File: src/rtl/wb_arbiter_2m.sv
// Two-master round-robin Wishbone arbiter sharing one slave port.
// A grant lasts for a whole bus cycle (CYC high); the block only steers
// control/data and never buffers them.
// Optional build macro: WB_ARB_WATCHDOG_EN adds a stalled-slave watchdog
// that aborts the cycle with a one-cycle ERR to the owning master.
//
// state | meaning
// ------+--------------------------------------------------------------
// IDLE  | no grant; slave CYC/STB low, data path parked on last_gnt
// GNT0  | master 0 owns the slave port for its whole CYC
// GNT1  | master 1 owns the slave port for its whole CYC
// TERM  | watchdog abort: slave CYC/STB forced low, ERR on first cycle
module wb_arbiter_2m #(
  parameter int AWIDTH  = 32,
  parameter int DWIDTH  = 32,
  parameter int TIMEOUT = 255
) (
  input  logic                wb_clk_i,
  input  logic                wb_rst_i,
  input  logic [AWIDTH-1:0]   m0_adr_i,
  input  logic [DWIDTH-1:0]   m0_dat_i,
  output logic [DWIDTH-1:0]   m0_dat_o,
  input  logic                m0_cyc_i,
  input  logic                m0_stb_i,
  input  logic                m0_we_i,
  input  logic [DWIDTH/8-1:0] m0_sel_i,
  output logic                m0_ack_o,
  output logic                m0_err_o,
  output logic                m0_rty_o,
  input  logic [AWIDTH-1:0]   m1_adr_i,
  input  logic [DWIDTH-1:0]   m1_dat_i,
  output logic [DWIDTH-1:0]   m1_dat_o,
  input  logic                m1_cyc_i,
  input  logic                m1_stb_i,
  input  logic                m1_we_i,
  input  logic [DWIDTH/8-1:0] m1_sel_i,
  output logic                m1_ack_o,
  output logic                m1_err_o,
  output logic                m1_rty_o,
  output logic [AWIDTH-1:0]   s_adr_o,
  output logic [DWIDTH-1:0]   s_dat_o,
  input  logic [DWIDTH-1:0]   s_dat_i,
  output logic                s_cyc_o,
  output logic                s_stb_o,
  output logic                s_we_o,
  output logic [DWIDTH/8-1:0] s_sel_o,
  input  logic                s_ack_i,
  input  logic                s_err_i,
  input  logic                s_rty_i,
  output logic [1:0]          gnt_o
);

  if (TIMEOUT < 1 || TIMEOUT > 65535) begin : g_bad_timeout
    $error("wb_arbiter_2m: TIMEOUT must be within 1..65535");
  end

  typedef enum logic [1:0] {
    ST_IDLE = 2'd0,
    ST_GNT0 = 2'd1,
    ST_GNT1 = 2'd2
`ifdef WB_ARB_WATCHDOG_EN
    , ST_TERM = 2'd3
`endif
  } state_t;

  state_t     state_q;
  state_t     state_d;
  logic       last_gnt_q;
  logic [1:0] gnt_q;
  logic       granted;
  logic       own_cyc;
  logic       other_cyc;
  logic       wd_hit;
  logic       term_err;
  logic       any_term;

  // last_gnt always names the current owner while granted, so it doubles
  // as the data-path select in every state.
  assign granted   = (state_q == ST_GNT0) || (state_q == ST_GNT1);
  assign own_cyc   = last_gnt_q ? m1_cyc_i : m0_cyc_i;
  assign other_cyc = last_gnt_q ? m0_cyc_i : m1_cyc_i;
  assign any_term  = s_ack_i | s_err_i | s_rty_i;

`ifdef WB_ARB_WATCHDOG_EN
  logic [15:0] wd_cnt_q;
  logic        term_first_q;

  // A termination arriving on the limit cycle still wins over the abort.
  assign wd_hit   = (wd_cnt_q == 16'(TIMEOUT)) && !any_term;
  assign term_err = term_first_q;

  // Watchdog: count unterminated strobe cycles, restart on grant change.
  always_ff @(posedge wb_clk_i) begin
    if (!wb_rst_i) begin
      wd_cnt_q     <= '0;
      term_first_q <= 1'b0;
    end else begin
      term_first_q <= (state_d == ST_TERM) && (state_q != ST_TERM);
      if ((state_d != state_q) || any_term)
        wd_cnt_q <= '0;
      else if (s_stb_o)
        wd_cnt_q <= wd_cnt_q + 16'd1;
    end
  end
`else
  assign wd_hit   = 1'b0;
  assign term_err = 1'b0;
`endif

  // Next-state: round-robin on ties, hand over directly on release.
  always_comb begin
    state_d = state_q;
    case (state_q)
      ST_IDLE: begin
        if (m0_cyc_i && m1_cyc_i)
          state_d = last_gnt_q ? ST_GNT0 : ST_GNT1;
        else if (m0_cyc_i)
          state_d = ST_GNT0;
        else if (m1_cyc_i)
          state_d = ST_GNT1;
      end
      ST_GNT0: begin
        if (!m0_cyc_i)
          state_d = m1_cyc_i ? ST_GNT1 : ST_IDLE;
`ifdef WB_ARB_WATCHDOG_EN
        else if (wd_hit)
          state_d = ST_TERM;
`endif
      end
      ST_GNT1: begin
        if (!m1_cyc_i)
          state_d = m0_cyc_i ? ST_GNT0 : ST_IDLE;
`ifdef WB_ARB_WATCHDOG_EN
        else if (wd_hit)
          state_d = ST_TERM;
`endif
      end
`ifdef WB_ARB_WATCHDOG_EN
      ST_TERM: begin
        if (!own_cyc) begin
          if (other_cyc)
            state_d = last_gnt_q ? ST_GNT0 : ST_GNT1;
          else
            state_d = ST_IDLE;
        end
      end
`endif
      default: state_d = ST_IDLE;
    endcase
  end

  // State, last-granted master and registered one-hot grant.
  always_ff @(posedge wb_clk_i) begin
    if (!wb_rst_i) begin
      state_q    <= ST_IDLE;
      last_gnt_q <= 1'b1;
      gnt_q      <= 2'b00;
    end else begin
      state_q <= state_d;
      if (state_d == ST_GNT0)
        last_gnt_q <= 1'b0;
      else if (state_d == ST_GNT1)
        last_gnt_q <= 1'b1;
      case (state_d)
        ST_IDLE: gnt_q <= 2'b00;
        ST_GNT0: gnt_q <= 2'b01;
        ST_GNT1: gnt_q <= 2'b10;
        default: gnt_q <= gnt_q;
      endcase
    end
  end

  assign gnt_o    = gnt_q;
  assign m0_dat_o = s_dat_i;
  assign m1_dat_o = s_dat_i;

  // Slave-side mux and grant-gated termination routing.
  always_comb begin
    s_adr_o  = last_gnt_q ? m1_adr_i : m0_adr_i;
    s_dat_o  = last_gnt_q ? m1_dat_i : m0_dat_i;
    s_sel_o  = last_gnt_q ? m1_sel_i : m0_sel_i;
    s_we_o   = last_gnt_q ? m1_we_i  : m0_we_i;
    s_cyc_o  = granted & own_cyc;
    s_stb_o  = granted & (last_gnt_q ? m1_stb_i : m0_stb_i);
    m0_ack_o = granted & ~last_gnt_q & s_ack_i;
    m0_rty_o = granted & ~last_gnt_q & s_rty_i;
    m0_err_o = (granted & ~last_gnt_q & s_err_i) | (term_err & ~last_gnt_q);
    m1_ack_o = granted & last_gnt_q & s_ack_i;
    m1_rty_o = granted & last_gnt_q & s_rty_i;
    m1_err_o = (granted & last_gnt_q & s_err_i) | (term_err & last_gnt_q);
  end

endmodule

File: config.mk
export PLATFORM = sky130hd
export DESIGN_NAME = wb_arbiter_2m
export DESIGN_NICKNAME = d
export VERILOG_FILES = /design/src/rtl/wb_arbiter_2m.sv
export SDC_FILE = /design/constraint.sdc
export NUM_CORES = 1
export LEC_CHECK = 0
export BUFFER_PORTS_ARGS = -buffer_cell sky130_fd_sc_hd__buf_2
export CORE_AREA = 3 3 125 127
export DETAILED_ROUTE_END_ITERATION = 10
export DIE_AREA = 0 0 128 130
export PLACE_DENSITY = 0.55
export SYNTH_ARGS = -nofsm -noshare
export SYNTH_HDL_FRONTEND = slang
export SYNTH_SLANG_ARGS = --single-unit
File: constraint.sdc
create_clock -name wb_clk_i -period 1.7 [get_ports wb_clk_i]
set_input_delay 0.34 -clock wb_clk_i [delete_from_list [all_inputs] [get_ports wb_clk_i]]
set_output_delay 0.34 -clock wb_clk_i [all_outputs]
set_load 0.05 [all_outputs]
==> flow_metrics.env <==
export IMPL_status="complete, but fails checks"
export IMPL_worstPathMaxFanout=8
export IMPL_dp_slack_ns=-0.0588
export IMPL_worst_hold_path_cell_count=2
export IMPL_vias_per_cell=3.75
export IMPL_io_buffers=225
export IMPL_grt_met2_usage=0.156
export IMPL_drt_pre_antenna_iters=3
export IMPL_finalWeightedCongestion=0.718
export IMPL_seq_area_frac_synth=0.0559
export IMPL_dp_cells=541
export IMPL_start_util=0.123
export IMPL_route_vias_total=2087
export IMPL_die_w_um=128
export IMPL_totalWireLength_um=9250
export IMPL_yosysWarningCount=0
export IMPL_vdd_drop_max_v=0.000381
export IMPL_synth_top_cell_by_area="sky130_fd_sc_hd__mux2_2"
export IMPL_worst_slew_margin_rel=0.822
export IMPL_grt_overflow_total=0
export IMPL_area_added_between_synthesis_and_finish_pct=120
export IMPL_global_route_usage_total=0.0787
export IMPL_setup_reg_to_reg_worst_slack_ns=-0.01
export IMPL_yosys_mux_area_fraction=0.468
export IMPL_post_synth_and_or_nand_nor_area_fraction=0.0699
export IMPL_synth_area_top_cells="sky130_fd_sc_hd__mux2_2, sky130_fd_sc_hd__buf_4, sky130_fd_sc_hd__dfxtp_1"
export IMPL_tritoncts_clock_tree="done"
export IMPL_core_area_um2=14500
export IMPL_synth_seq_cells=5
export IMPL_crit_required_ns=1.36
export IMPL_clock_sinks=5
export IMPL_synth_cell_type_count=24
export IMPL_floorplan_die_area_um2=16600
export IMPL_io_pins=322
export IMPL_global_route_peak_usage_layer="met2"
export IMPL_post_route_cells_drive_above_1_share=0.898
export IMPL_maxCapViolations=0
export IMPL_drt_first_iter_violations=28
export IMPL_drt_wirelength_per_cell_um=16.6
export IMPL_report_final_setup_viol=46
export IMPL_drc=0
export IMPL_grt_met3_usage=0.0217
export IMPL_synthXorXnorAreaFrac=0
export IMPL_nets=561
export IMPL_antenna_cells=0
export IMPL_cts_reportedPaths_clkPinSlew_ns=0.03
export IMPL_place_area_um2=2710
export IMPL_critical_path_arrival_ns=1.49
export IMPL_postLayoutCellArea_um2=3950
export IMPL_timing_final_hold_violations=0
export IMPL_synth_area_per_cell_um2=9.14
export IMPL_max_freq_mhz=547
export IMPL_detailedPlacementHpwl_um=6430
export IMPL_power_per_cell_area_nw_per_um2=868
export IMPL_global_route_usage_met1=0.0758
export IMPL_worst_r2r_path_depth=7
export IMPL_antenna_violating_nets_post_route=0
export IMPL_synth_area_um2=1790
export IMPL_clkLatencyLatePin_ns=0.23
export IMPL_final_util=0.272
export IMPL_fin_crit_sh=1.08
export IMPL_fp_dieH_um=130
export IMPL_number_of_levels_in_the_clock_h_tree=1
export IMPL_worst_slack_ns=-0.129
export IMPL_violations="setup timing"
export IMPL_synthesis_instances=196
export IMPL_synth_fp_nets=383
export IMPL_setup_repair_after_global_routing_missed_its_margin="true"
export IMPL_ctsHoldBuffers=0
export IMPL_layout_cells_non_filler=557
export IMPL_worstSetupStartpointType="register"
export IMPL_ctsLongestPathBuffers=2
export IMPL_timing_worst_setup_path_type="register to output port"
export IMPL_cts_root_buffer="sky130_fd_sc_hd__clkbuf_16"
export IMPL_timing_worst_slew_pin_value_ns=0.266
export IMPL_std_cell_rows=44
export IMPL_dominant_combinational_cell_family_by_area_after_synthesis="multiplexers"
export IMPL_synth_largest_type_area_fraction=0.421
export IMPL_holdCritPathClass="input port to register"
export IMPL_grt_first_pass_wirelength_um=10100
export IMPL_area_share_of_fa_ha_maj_cells_after_synthesis=0.0559
export IMPL_clock_skew_ns=0.000629
export IMPL_grt_antenna_before_repair=1
export IMPL_pin_count_of_the_biggest_net_entering_global_routing=34
export IMPL_timing_final_max_slew_violations=0
export IMPL_critPathCaptureType="output port"
export IMPL_vias_in_the_first_global_route=1962
export IMPL_clock_buffer_count_from_cts=3
export IMPL_period_needed_ns=1.83
export IMPL_static_leakage_power_uw=0.00216
export IMPL_synth_compound_gate_area_share=0.0321
## final cells by class
| type | count | area [um2] |
|---|---|---|
| Tap cell | 184 | 230 |
| Timing Repair Buffer | 247 | 2100 |
| Fill cell | 1502 | 10600 |
| Multi-Input combinational cell | 113 | 1410 |
| Sequential cell | 5 | 106 |
| Clock buffer | 4 | 78.8 |
| Inverter | 4 | 17.5 |
## metal layers
metal | vias to the layer above | part of all wire
met5 | - | 0.0014
met1 | 937 | 0.35
met2 | 164 | 0.52
li1 | 964 | -
met3 | 20 | 0.10
met4 | 2 | 0.021
## cell usage after synthesis
library cell	number
sky130_fd_sc_hd__a21boi_0	1
sky130_fd_sc_hd__a31o_2	1
sky130_fd_sc_hd__a31oi_1	2
sky130_fd_sc_hd__and2_1	4
sky130_fd_sc_hd__and3_1	3
sky130_fd_sc_hd__buf_2	5
sky130_fd_sc_hd__buf_4	64
sky130_fd_sc_hd__buf_6	4
sky130_fd_sc_hd__clkbuf_2	1
sky130_fd_sc_hd__dfxtp_1	5
sky130_fd_sc_hd__ha_1	8
sky130_fd_sc_hd__inv_1	4
sky130_fd_sc_hd__mux2_1	2
sky130_fd_sc_hd__mux2_2	67
sky130_fd_sc_hd__mux2i_1	6
sky130_fd_sc_hd__nand2_1	2
sky130_fd_sc_hd__nand2b_1	1
sky130_fd_sc_hd__nand3_1	2
sky130_fd_sc_hd__nor2_1	2
sky130_fd_sc_hd__nor2b_1	7
sky130_fd_sc_hd__o211ai_1	1
sky130_fd_sc_hd__o21ai_0	2
sky130_fd_sc_hd__o221a_2	1
sky130_fd_sc_hd__or2_1	1
## flip-flops by register name, summed over array words and instances (netlist names)
name,count
gnt_o,2
last_gnt_q,1
state_q,2
## power breakdown
group	internal [uW]	leakage [uW]	switching (uW)
clock	311	0.0000382	74.2
sequential	137	0.0000417	22.3
combinational	1360	0.00208	1520
total	1800	0.00216	1620
## cells by family (layout without fill, tap and decap cells)
| family | Yosys count | in the layout |
|---|---|---|
| simple gates | 22 | 22 |
| compound gates | 8 | 8 |
| mux | 75 | 75 |
| flops | 5 | 5 |
| buf+inv | 78 | 255 |
| fa+ha+maj | 8 | 8 |
## metrics by stage
step / hold slack, ns / TNS (ns) / power, uW
floorplan: 0.402 / 0 / 2010
global placement: 0.548 / -0.0377 / 2120
detailed placement: 0.545 / -0.0588 / 2120
CTS: 0.315 / -1.12 / 2860
global route: 0.339 / -4.71 / 3560
finish: 0.317 / -2.20 / 3430
## critical path: stages (launching register included)
cell	delay, ns
sky130_fd_sc_hd__dfxtp_4	0.36
sky130_fd_sc_hd__buf_12	0.14
sky130_fd_sc_hd__buf_12	0.12
sky130_fd_sc_hd__clkbuf_16	0.16
sky130_fd_sc_hd__mux2_4	0.32
sky130_fd_sc_hd__buf_8	0.16
## timing repair
item | 4_1_cts | 5_1_grt
hold endpoints to repair | 0 | 0
gates resized for setup | 147 | 125
pin swaps | 3 | 1
endpoints found under the setup margin | 78 | 80
gates cloned | 0 | 7
buffers inserted | 0 | 5
## placed cells by master, fill, tap and decap left out, drive strengths merged
cell and instances:
buf 242, mux2 69, clkbuf 9, ha 8
nor2b 7, mux2i 6, dfxtp 5, and2 4
inv 4, and3 3, nand3 2, nor2 2
nand2 2, o21ai 2, a31oi 2, a21boi 1
o221a 1, or2 1, o211ai 1, a31o 1
nand2b 1
## path summary, 6_finish.rpt
kind	from	to
min reg2reg	gnt_o[1]	gnt_o[1]
min	wb_rst_i	last_gnt_q
max reg2reg	last_gnt_q	last_gnt_q
max	last_gnt_q	s_dat_o[8]
Note: power is estimated with default switching activity, not from simulation.
